<file path="src/rtl/mdu_if.sv">
// mdu_if: EX-stage request/response bundle for the multiply/divide unit.
// Master is the EX stage; slave is the mdu.
interface mdu_if #(
    parameter int WIDTH = 32
);
    logic             flush;
    logic             start;
    logic [1:0]       op;
    logic [WIDTH-1:0] src_a;
    logic [WIDTH-1:0] src_b;
    logic             stallreq;
    logic             ready;
    logic             w_hi_we;
    logic             w_lo_we;
    logic [WIDTH-1:0] hi_o;
    logic [WIDTH-1:0] lo_o;

    modport master (
        output flush, start, op, src_a, src_b,
        input  stallreq, ready, w_hi_we, w_lo_we, hi_o, lo_o
    );

    modport slave (
        input  flush, start, op, src_a, src_b,
        output stallreq, ready, w_hi_we, w_lo_we, hi_o, lo_o
    );
endinterface

</file>
<file path="src/rtl/mdu.sv">
// mdu: multi-cycle MULT/MULTU/DIV/DIVU unit producing HI/LO with stall and ready pulse.
// Build option MDU_MUL_ITER_EN: multiplies use the 32-cycle shift-add path instead of a 1-cycle multiply.
module mdu (
    input  logic clk,
    input  logic resetn,
    mdu_if.slave bus
);
    localparam int W = 32;

    typedef enum logic [1:0] {
        IDLE = 2'd0,
        BUSY = 2'd1,
        DONE = 2'd2
    } state_t;

    state_t         state_r;
    logic [4:0]     cnt_r;
    logic [1:0]     op_r;
    logic           sa_r;
    logic           sb_r;
    logic [W-1:0]   b_mag_r;
    logic [W-1:0]   a_raw_r;
    logic [W-1:0]   work_hi_r;
    logic [W-1:0]   work_lo_r;
    logic [W-1:0]   hi_r;
    logic [W-1:0]   lo_r;
    logic           ready_r;

    logic           sa_in_s;
    logic           sb_in_s;
    logic [W-1:0]   a_mag_in_s;
    logic [W-1:0]   b_mag_in_s;
    logic [W:0]     shifted_s;
    logic           ge_s;
    logic [W-1:0]   diff_s;
    logic [W-1:0]   next_hi_s;
    logic [W-1:0]   next_lo_s;
    logic [2*W-1:0] iter_res_s;
`ifdef MDU_MUL_ITER_EN
    logic [W-1:0]   a_mag_r;
    logic [W:0]     sum_s;
`else
    logic [2*W-1:0] prod_s;
    logic [2*W-1:0] fast_res_s;
`endif

    // Turns magnitude results into signed HI/LO, including the divide-by-zero pattern.
    function automatic logic [2*W-1:0] finish_result(
        input logic         is_div,
        input logic         sa,
        input logic         sb,
        input logic [W-1:0] a_raw,
        input logic [W-1:0] b_mag,
        input logic [W-1:0] mag_hi,
        input logic [W-1:0] mag_lo
    );
        logic [2*W-1:0] res;
        logic [2*W-1:0] prod;
        prod = {mag_hi, mag_lo};
        if (is_div) begin
            if (b_mag == 32'd0) begin
                res = {a_raw, 32'hFFFF_FFFF};
            end else begin
                res = {sa ? (32'd0 - mag_hi) : mag_hi,
                       (sa ^ sb) ? (32'd0 - mag_lo) : mag_lo};
            end
        end else begin
            res = (sa ^ sb) ? (64'd0 - prod) : prod;
        end
        return res;
    endfunction

    // Operand sign/magnitude split; only MULT and DIV (op[0]==0) are signed.
    always_comb begin
        sa_in_s    = ~bus.op[0] & bus.src_a[W-1];
        sb_in_s    = ~bus.op[0] & bus.src_b[W-1];
        a_mag_in_s = sa_in_s ? (32'd0 - bus.src_a) : bus.src_a;
        b_mag_in_s = sb_in_s ? (32'd0 - bus.src_b) : bus.src_b;
    end

    // One radix-2 step: restoring divide (hi=remainder, lo=quotient) or shift-add multiply.
    always_comb begin
        shifted_s = {work_hi_r, work_lo_r[W-1]};
        ge_s      = (shifted_s >= {1'b0, b_mag_r});
        diff_s    = shifted_s[W-1:0] - b_mag_r;
`ifdef MDU_MUL_ITER_EN
        sum_s     = {1'b0, work_hi_r} + (work_lo_r[0] ? {1'b0, a_mag_r} : 33'd0);
`endif
        if (op_r[1]) begin
            next_hi_s = ge_s ? diff_s : shifted_s[W-1:0];
            next_lo_s = {work_lo_r[W-2:0], ge_s};
        end else begin
`ifdef MDU_MUL_ITER_EN
            next_hi_s = sum_s[W:1];
            next_lo_s = {sum_s[0], work_lo_r[W-1:1]};
`else
            next_hi_s = work_hi_r;
            next_lo_s = work_lo_r;
`endif
        end
        iter_res_s = finish_result(op_r[1], sa_r, sb_r, a_raw_r, b_mag_r, next_hi_s, next_lo_s);
    end

`ifdef MDU_MUL_ITER_EN
`else
    // Single-cycle multiply straight from the operand bus.
    always_comb begin
        prod_s     = {32'd0, a_mag_in_s} * {32'd0, b_mag_in_s};
        fast_res_s = finish_result(1'b0, sa_in_s, sb_in_s, bus.src_a, b_mag_in_s,
                                   prod_s[2*W-1:W], prod_s[W-1:0]);
    end
`endif

    // Results are registered on entry to DONE so hi/lo are valid while ready is high.
    always_ff @(posedge clk or negedge resetn) begin
        if (!resetn) begin
            state_r   <= IDLE;
            cnt_r     <= 5'd0;
            op_r      <= 2'd0;
            sa_r      <= 1'b0;
            sb_r      <= 1'b0;
            b_mag_r   <= 32'd0;
            a_raw_r   <= 32'd0;
            work_hi_r <= 32'd0;
            work_lo_r <= 32'd0;
            hi_r      <= 32'd0;
            lo_r      <= 32'd0;
            ready_r   <= 1'b0;
`ifdef MDU_MUL_ITER_EN
            a_mag_r   <= 32'd0;
`endif
        end else if (bus.flush) begin
            state_r <= IDLE;
            ready_r <= 1'b0;
        end else begin
            case (state_r)
                IDLE: begin
                    ready_r <= 1'b0;
                    if (bus.start) begin
                        op_r      <= bus.op;
                        sa_r      <= sa_in_s;
                        sb_r      <= sb_in_s;
                        b_mag_r   <= b_mag_in_s;
                        a_raw_r   <= bus.src_a;
                        cnt_r     <= 5'd0;
                        work_hi_r <= 32'd0;
                        work_lo_r <= bus.op[1] ? a_mag_in_s : b_mag_in_s;
`ifdef MDU_MUL_ITER_EN
                        a_mag_r   <= a_mag_in_s;
                        state_r   <= BUSY;
`else
                        if (bus.op[1]) begin
                            state_r <= BUSY;
                        end else begin
                            state_r <= DONE;
                            hi_r    <= fast_res_s[2*W-1:W];
                            lo_r    <= fast_res_s[W-1:0];
                            ready_r <= 1'b1;
                        end
`endif
                    end
                end
                BUSY: begin
                    work_hi_r <= next_hi_s;
                    work_lo_r <= next_lo_s;
                    cnt_r     <= cnt_r + 5'd1;
                    if (cnt_r == 5'd31) begin
                        state_r <= DONE;
                        hi_r    <= iter_res_s[2*W-1:W];
                        lo_r    <= iter_res_s[W-1:0];
                        ready_r <= 1'b1;
                    end
                end
                DONE: begin
                    state_r <= IDLE;
                    ready_r <= 1'b0;
                end
                default: begin
                    state_r <= IDLE;
                    ready_r <= 1'b0;
                end
            endcase
        end
    end

    // The stall covers the accept cycle so EX holds the instruction until DONE.
    assign bus.stallreq = resetn & (((state_r == IDLE) & bus.start & ~bus.flush) | (state_r == BUSY));
    assign bus.ready    = ready_r;
    assign bus.w_hi_we  = ready_r;
    assign bus.w_lo_we  = ready_r;
    assign bus.hi_o     = hi_r;
    assign bus.lo_o     = lo_r;

endmodule

</file>
<file path="src/flat_wrapper.sv">
// flat-port wrapper written by rule: the top's interface ports become plain ports
module mdu_flat 
  (clk, resetn, bus_flush, bus_start, bus_op, bus_src_a, bus_src_b, bus_stallreq, bus_ready, bus_w_hi_we, bus_w_lo_we, bus_hi_o, bus_lo_o);
  mdu_if #(.WIDTH(32)) bus_i ();
  input  logic clk;
  input  logic resetn;
  input wire logic [$bits(bus_i.flush)-1:0] bus_flush;
  input wire logic [$bits(bus_i.start)-1:0] bus_start;
  input wire logic [$bits(bus_i.op)-1:0] bus_op;
  input wire logic [$bits(bus_i.src_a)-1:0] bus_src_a;
  input wire logic [$bits(bus_i.src_b)-1:0] bus_src_b;
  output wire logic [$bits(bus_i.stallreq)-1:0] bus_stallreq;
  output wire logic [$bits(bus_i.ready)-1:0] bus_ready;
  output wire logic [$bits(bus_i.w_hi_we)-1:0] bus_w_hi_we;
  output wire logic [$bits(bus_i.w_lo_we)-1:0] bus_w_lo_we;
  output wire logic [$bits(bus_i.hi_o)-1:0] bus_hi_o;
  output wire logic [$bits(bus_i.lo_o)-1:0] bus_lo_o;
  assign bus_i.flush = bus_flush;
  assign bus_i.start = bus_start;
  assign bus_i.op = bus_op;
  assign bus_i.src_a = bus_src_a;
  assign bus_i.src_b = bus_src_b;
  assign bus_stallreq = bus_i.stallreq;
  assign bus_ready = bus_i.ready;
  assign bus_w_hi_we = bus_i.w_hi_we;
  assign bus_w_lo_we = bus_i.w_lo_we;
  assign bus_hi_o = bus_i.hi_o;
  assign bus_lo_o = bus_i.lo_o;
  mdu u_core (.clk(clk), .resetn(resetn), .bus(bus_i));
endmodule
</file>
<file path="config.mk">
export PLATFORM = sky130hd
export DESIGN_NAME = mdu_flat
export DESIGN_NICKNAME = d
export VERILOG_FILES = /design/src/rtl/mdu_if.sv /design/src/rtl/mdu.sv /design/src/flat_wrapper.sv
export SDC_FILE = /design/constraint.sdc
export NUM_CORES = 2
export LEC_CHECK = 0
export ABC_AREA = 1
export BUFFER_PORTS_ARGS = -buffer_cell sky130_fd_sc_hd__clkbuf_2
export CAP_MARGIN = 20
export CORE_ASPECT_RATIO = 1.75
export CORE_MARGIN = 3
export CORE_UTILIZATION = 50
export DETAILED_ROUTE_END_ITERATION = 7
export GPL_TIMING_DRIVEN = 0
export HOLD_SLACK_MARGIN = 0.02
export MAX_ROUTING_LAYER = met4
export PLACE_DENSITY_LB_ADDON = 0.3
export SYNTH_ARGS = -nofsm -noshare
export SYNTH_HDL_FRONTEND = slang
export SYNTH_SLANG_ARGS = --single-unit
</file>
<file path="constraint.sdc">
create_clock -name clk -period 4.48 [get_ports clk]
set_input_delay 0 -clock clk [delete_from_list [all_inputs] [get_ports clk]]
set_output_delay 0 -clock clk [all_outputs]
set_load 0.005 [all_outputs]
</file>
==> results.cfg, run 1 <==
[logic_synthesis]
synth-main-ff-cell = dfrtp_1
syn_nets = 8877
synthArstFlopShare_pct = 100.0
syn_inst = 7608
syn_area_per_cell_um2 = 7.049
syn_area_um2 = 53630
ys_types = 67
seq_area_frac_synth_pct = 9.472
synth-edff-count = 0
ys_ff_latch = 203
yosys_warnings = 0

[cts]
clockBufferDepth = 3
cts-htree-levels = 1
root_buffer = clkbuf_16
numClockSinks = 203
numCtsBuffers = 19

[placement]
place.port_buffers = 136
placed_area_um2 = 57690
dpl.hpwl_um = 234200
detailedPlace.worstSlack_ps = -7502
gp_congestion = 1.179

[floorplan]
ioPinCount = 138
start_util_pct = 50.52
rows = 158
fp.dieW_um = 253.6
dieHeight_um = 439.3

[outcome]
status = aborted with a tool error
lastStage = global routing
tool.error = [ERROR GRT-0116] Global routing finished with congestion. Check the congestion regions in the DRC Viewer.

[global_routing]
grt_pass1_vias = 62176
grt_pass1_wl_um = 444300
grt_max_degree = 106
grt_overflow = 6
grt_usage_pct = 58.42
==> repair_timing <==
item | 4_1_cts
endpoints found under the setup margin | 61
hold buffers | 36
gates cloned | 0
hold endpoints to repair | 139
setup buffers | 247
pin swaps | 318
resized for setup | 1000
==> synth_stat cells, types with 8 or more instances <==
library cell | number | area share (%)
nor2_2 | 33 | 0.38
nand2_2 | 60 | 0.70
o21a_1 | 25 | 0.35
nand4_1 | 61 | 0.71
clkbuf_1 | 203 | 1.4
buf_2 | 45 | 0.42
o221ai_1 | 32 | 0.52
o211ai_1 | 11 | 0.15
o21ai_1 | 39 | 0.36
nand2_1 | 2016 | 14
nand3b_1 | 26 | 0.36
clkinv_1 | 23 | 0.16
buf_4 | 11 | 0.15
nand3_1 | 318 | 3.0
a2bb2oi_1 | 11 | 0.18
nor2_1 | 837 | 5.9
or2_2 | 26 | 0.30
buf_1 | 17 | 0.12
o21ai_0 | 262 | 2.4
o21ai_2 | 11 | 0.18
xnor2_1 | 27 | 0.44
inv_1 | 1604 | 11
nor3_1 | 50 | 0.47
buf_6 | 11 | 0.23
inv_2 | 12 | 0.084
nand3_2 | 15 | 0.28
a21oi_1 | 181 | 1.7
fa_1 | 897 | 33
nor4_1 | 19 | 0.22
xor2_1 | 67 | 1.1
o21bai_1 | 8 | 0.11
dfrtp_1 | 203 | 9.5
ha_1 | 302 | 7.0
o22ai_1 | 30 | 0.35
a22oi_1 | 30 | 0.42
==> metal layers <==
metal | GRT overflow | track usage [%]
met1 | 0 | 53.60
met2 | 2 | 84.65
met3 | 0 | 24.93
met4 | 4 | 67.37
met5 | - | -
==> cells by family after synthesis <==
group	Yosys count	synth area share, %
buffers and inverters	1927	13.83
DFF	203	9.472
AOI/OAI and AO/OA	682	7.479
xor gates and xnor gates	97	1.626
and+or+nand+nor	3500	27.06
adders and majority gates	1199	40.53
==> metrics by stage <==
| stage | TNS (ps) | instances |
|---|---|---|
| 2_1_floorplan | -181420 | 7608 |
| 3_3_place_gp | -518990 | 9104 |
| 3_5_place_dp | -370570 | 9120 |
| 4_1_cts | -224910 | 9428 |
==> inputs of run 2 (changes only) <==
Settings changed: CORE_ASPECT_RATIO 1.75 to default, CORE_UTILIZATION 50 to 35, HOLD_SLACK_MARGIN 0.02 to default, MAX_ROUTING_LAYER met4 to default, PLACE_DENSITY_LB_ADDON 0.3 to 0.15.
==> run 2 against run 1 <==
  * The flow now finishes, with violations (negative setup slack)
  * Synthesized cell count did not move
  * Area after synthesis did not move
==> results.cfg, run 2 <==
[timing]
finalCritPeriodShare_pct = 207.2
tns_ps = -230230
fin_skew_ps = 56.96
slew_viol_final = 0
whs_ps = 54.17
setup_violations = 59
hold_violations = 0
slew_headroom_pct = 16.34
tightest_slew_ps = 1250
max_freq_mhz = 107.7
finalCriticalPeriod_ps = 9282
fin_ws_ps = -4802
rsz0062_at_grt = true

[logic_synthesis]
synth_top_cell_area_share_pct = 33.48
synth-main-ff-cell = dfrtp_1
syn_area_um2 = 53630
synth_area_leaders = fa_1 33%, nand2_1 14%, inv_1 11%
ys_ff_latch = 203
yosys_warnings = 0
yosysMostFrequentCell = nand2_1
seq_area_frac_synth_pct = 9.472
synth_top_family_by_area = adder cells
syn_area_per_cell_um2 = 7.049
yosys-top-cells-count = 2016 x nand2_1, 1604 x inv_1, 897 x fa_1, 837 x nor2_1, 318 x nand3_1
yosys.area_share.simple_pct = 27.06
synth_fa_ha_area_share_pct = 40.53
syn_nets = 8877
synth-compound-area-share_pct = 7.479
synth-edff-count = 0
yosysTopAreaCell = fa_1
syn_inst = 7608
synth_xor_area_share_pct = 1.626
ys_types = 67
muxShareOfSynthArea_pct = 0
synthArstFlopShare_pct = 100.0

[worst_setup_path]
cp_top_family = adder cells
cp.depth = 51
crit_type = in2reg
startpoint_type = input port
cp.arrival_ps = 9780
startpoint = bus_src_b[0]
max_stage_delay_ps = 680
worstPathMaxFanout = 7
critical_path_required_ps = 4980
crit_slowest_cell = fa_2
crit_path_end_kind = register
r2r_cells = 28
path_buf_inv = 14
endpoint = u_core.bus.hi_o[25]$_DFFE_PN0P_
r2r_start = u_core.b_mag_r[23]$_DFFE_PN0P_
reg2reg_slack_ps = -550
rr_endpoint = u_core.bus.hi_o[20]$_DFFE_PN0P_

[placement]
detailedPlace.worstSlack_ps = -7844
gp_congestion = 1.013
place_inst = 9792
place.port_buffers = 136
dpl.hpwl_um = 224800

[cts]
clockBufferDepth = 3
worstSkewPairLatency_ps = 580
root_buffer = clkbuf_16
cts-htree-levels = 1
path_clk_slew_ps = 60
cts_tree = yes
numClockSinks = 203
numCtsBuffers = 22

[floorplan]
dieArea_um2 = 158000
ioPinCount = 138
fp.dieW_um = 397.5
coreArea_um2 = 152100
dieHeight_um = 397.5
rows = 143
start_util_pct = 35.26

[global_routing]
grt_pass1_wl_um = 393300
grt_overflow = 0
grt_max_degree = 79
grt_pass1_vias = 55798
antenna_found_initial = 19
grt_usage_pct = 34.83

[outcome]
status = complete, but fails checks
failed_checks = negative setup slack

[flow_run]
cap_viol_max_count = 0

[layout]
fin_nets = 9481
final_cells = 10263
layout-drive-gt1-share_pct = 24.24
mostFrequentLayoutCells = 1732 x nand2_1, 1478 x inv_1, 826 x fa_1
syn2layout_area_growth_pct = 28.73
final_common_cell = nand2_1

[detailed_routing]
first_pass_iters = 6
wl_per_cell_um = 27.07
vias_per_cell = 5.361
routed-via-count = 55015
ant_nets = 0
postRouteWirelength_um = 277800
drc = 0
drt_iter0_markers = 5460

[worst_hold_path]
hold_class = in2reg
==> run 2: cell counts after synthesis <==
Identical to the previous run, type by type.
==> run 2: per-layer routing <==
| metal | up-vias | track usage [%] | wire length, um |
|---|---|---|---|
| li1 | 24064 | - | - |
| met5 | - | 0 | 154 |
| met1 | 27390 | 42.30 | 103600 |
| met4 | 12 | 21.81 | 22200 |
| met2 | 2759 | 55.28 | 124300 |
| met3 | 790 | 8.731 | 27630 |
==> run 2: worst min-delay path, delay by kind of cell <==
family	cells	cell delay (ps)
AO/OA/AOI/OAI	1	70
buffers and inverters	1	120
AND/OR/NAND/NOR	3	350
==> run 2: cell type report <==
class                      instances  area (um2)
fill                           15514       83050
multi-input combinational       5478       46680
inverter                        1640        6506
sequential                       203        5080
timing repair buffer             584        4945
tap                             2030        2540
buffer                           283        2516
clock buffer                      27       599.3
clock inverter                    11       148.9
antenna                            7       17.52
==> run 2: through the flow <==
stage	util, %	cell area [um2]
2_1_floorplan	-	55000
3_3_place_gp	38.28	58220
3_5_place_dp	38.52	58580
4_1_cts	44.01	66930
5_1_grt	45.39	69030
6_report	45.39	69040
==> run 2: worst min-delay path by stage <==
| stage | start | to | slack [ps] | cells past startpoint |
|---|---|---|---|---|
| after global routing | bus_src_b[18] | u_core.b_mag_r[18]$_DFFE_PN0P_ | 80 | 5 |
| after floorplan | resetn | u_core.a_raw_r[0]$_DFFE_PN0P_ | -300 | 0 |
| after CTS | bus_src_a[0] | u_core.bus.lo_o[0]$_DFFE_PN0P_ | 0.6 | 4 |
| after global placement | bus_src_a[28] | u_core.a_raw_r[28]$_DFFE_PN0P_ | 320 | 3 |
| final | bus_src_b[18] | u_core.b_mag_r[18]$_DFFE_PN0P_ | 50 | 5 |
| after detailed placement | resetn | u_core.b_mag_r[12]$_DFFE_PN0P_ | 20 | 1 |
==> run 2: cell families after synthesis <==
kind of cell | after synthesis
buffers and inverters | 1927
DFF | 203
and+or+nand+nor | 3500
AOI/OAI and AO/OA | 682
adders and majority gates | 1199
xor gates and xnor gates | 97
==> run 2: timing repair <==
item                                    in CTS  in global routing
endpoints found under the setup margin      62                 61
buffers inserted                           302                 93
endpoints found under the hold margin      237                  0
resized for setup                         1250                387
pin swaps                                  358                270
gates cloned                                 0                  1
hold buffers                                37                  0
Power of run 2 is left out: the tool's default activity adds up to more than one toggle a clock period on the data nets, which glitch-free logic cannot reach.
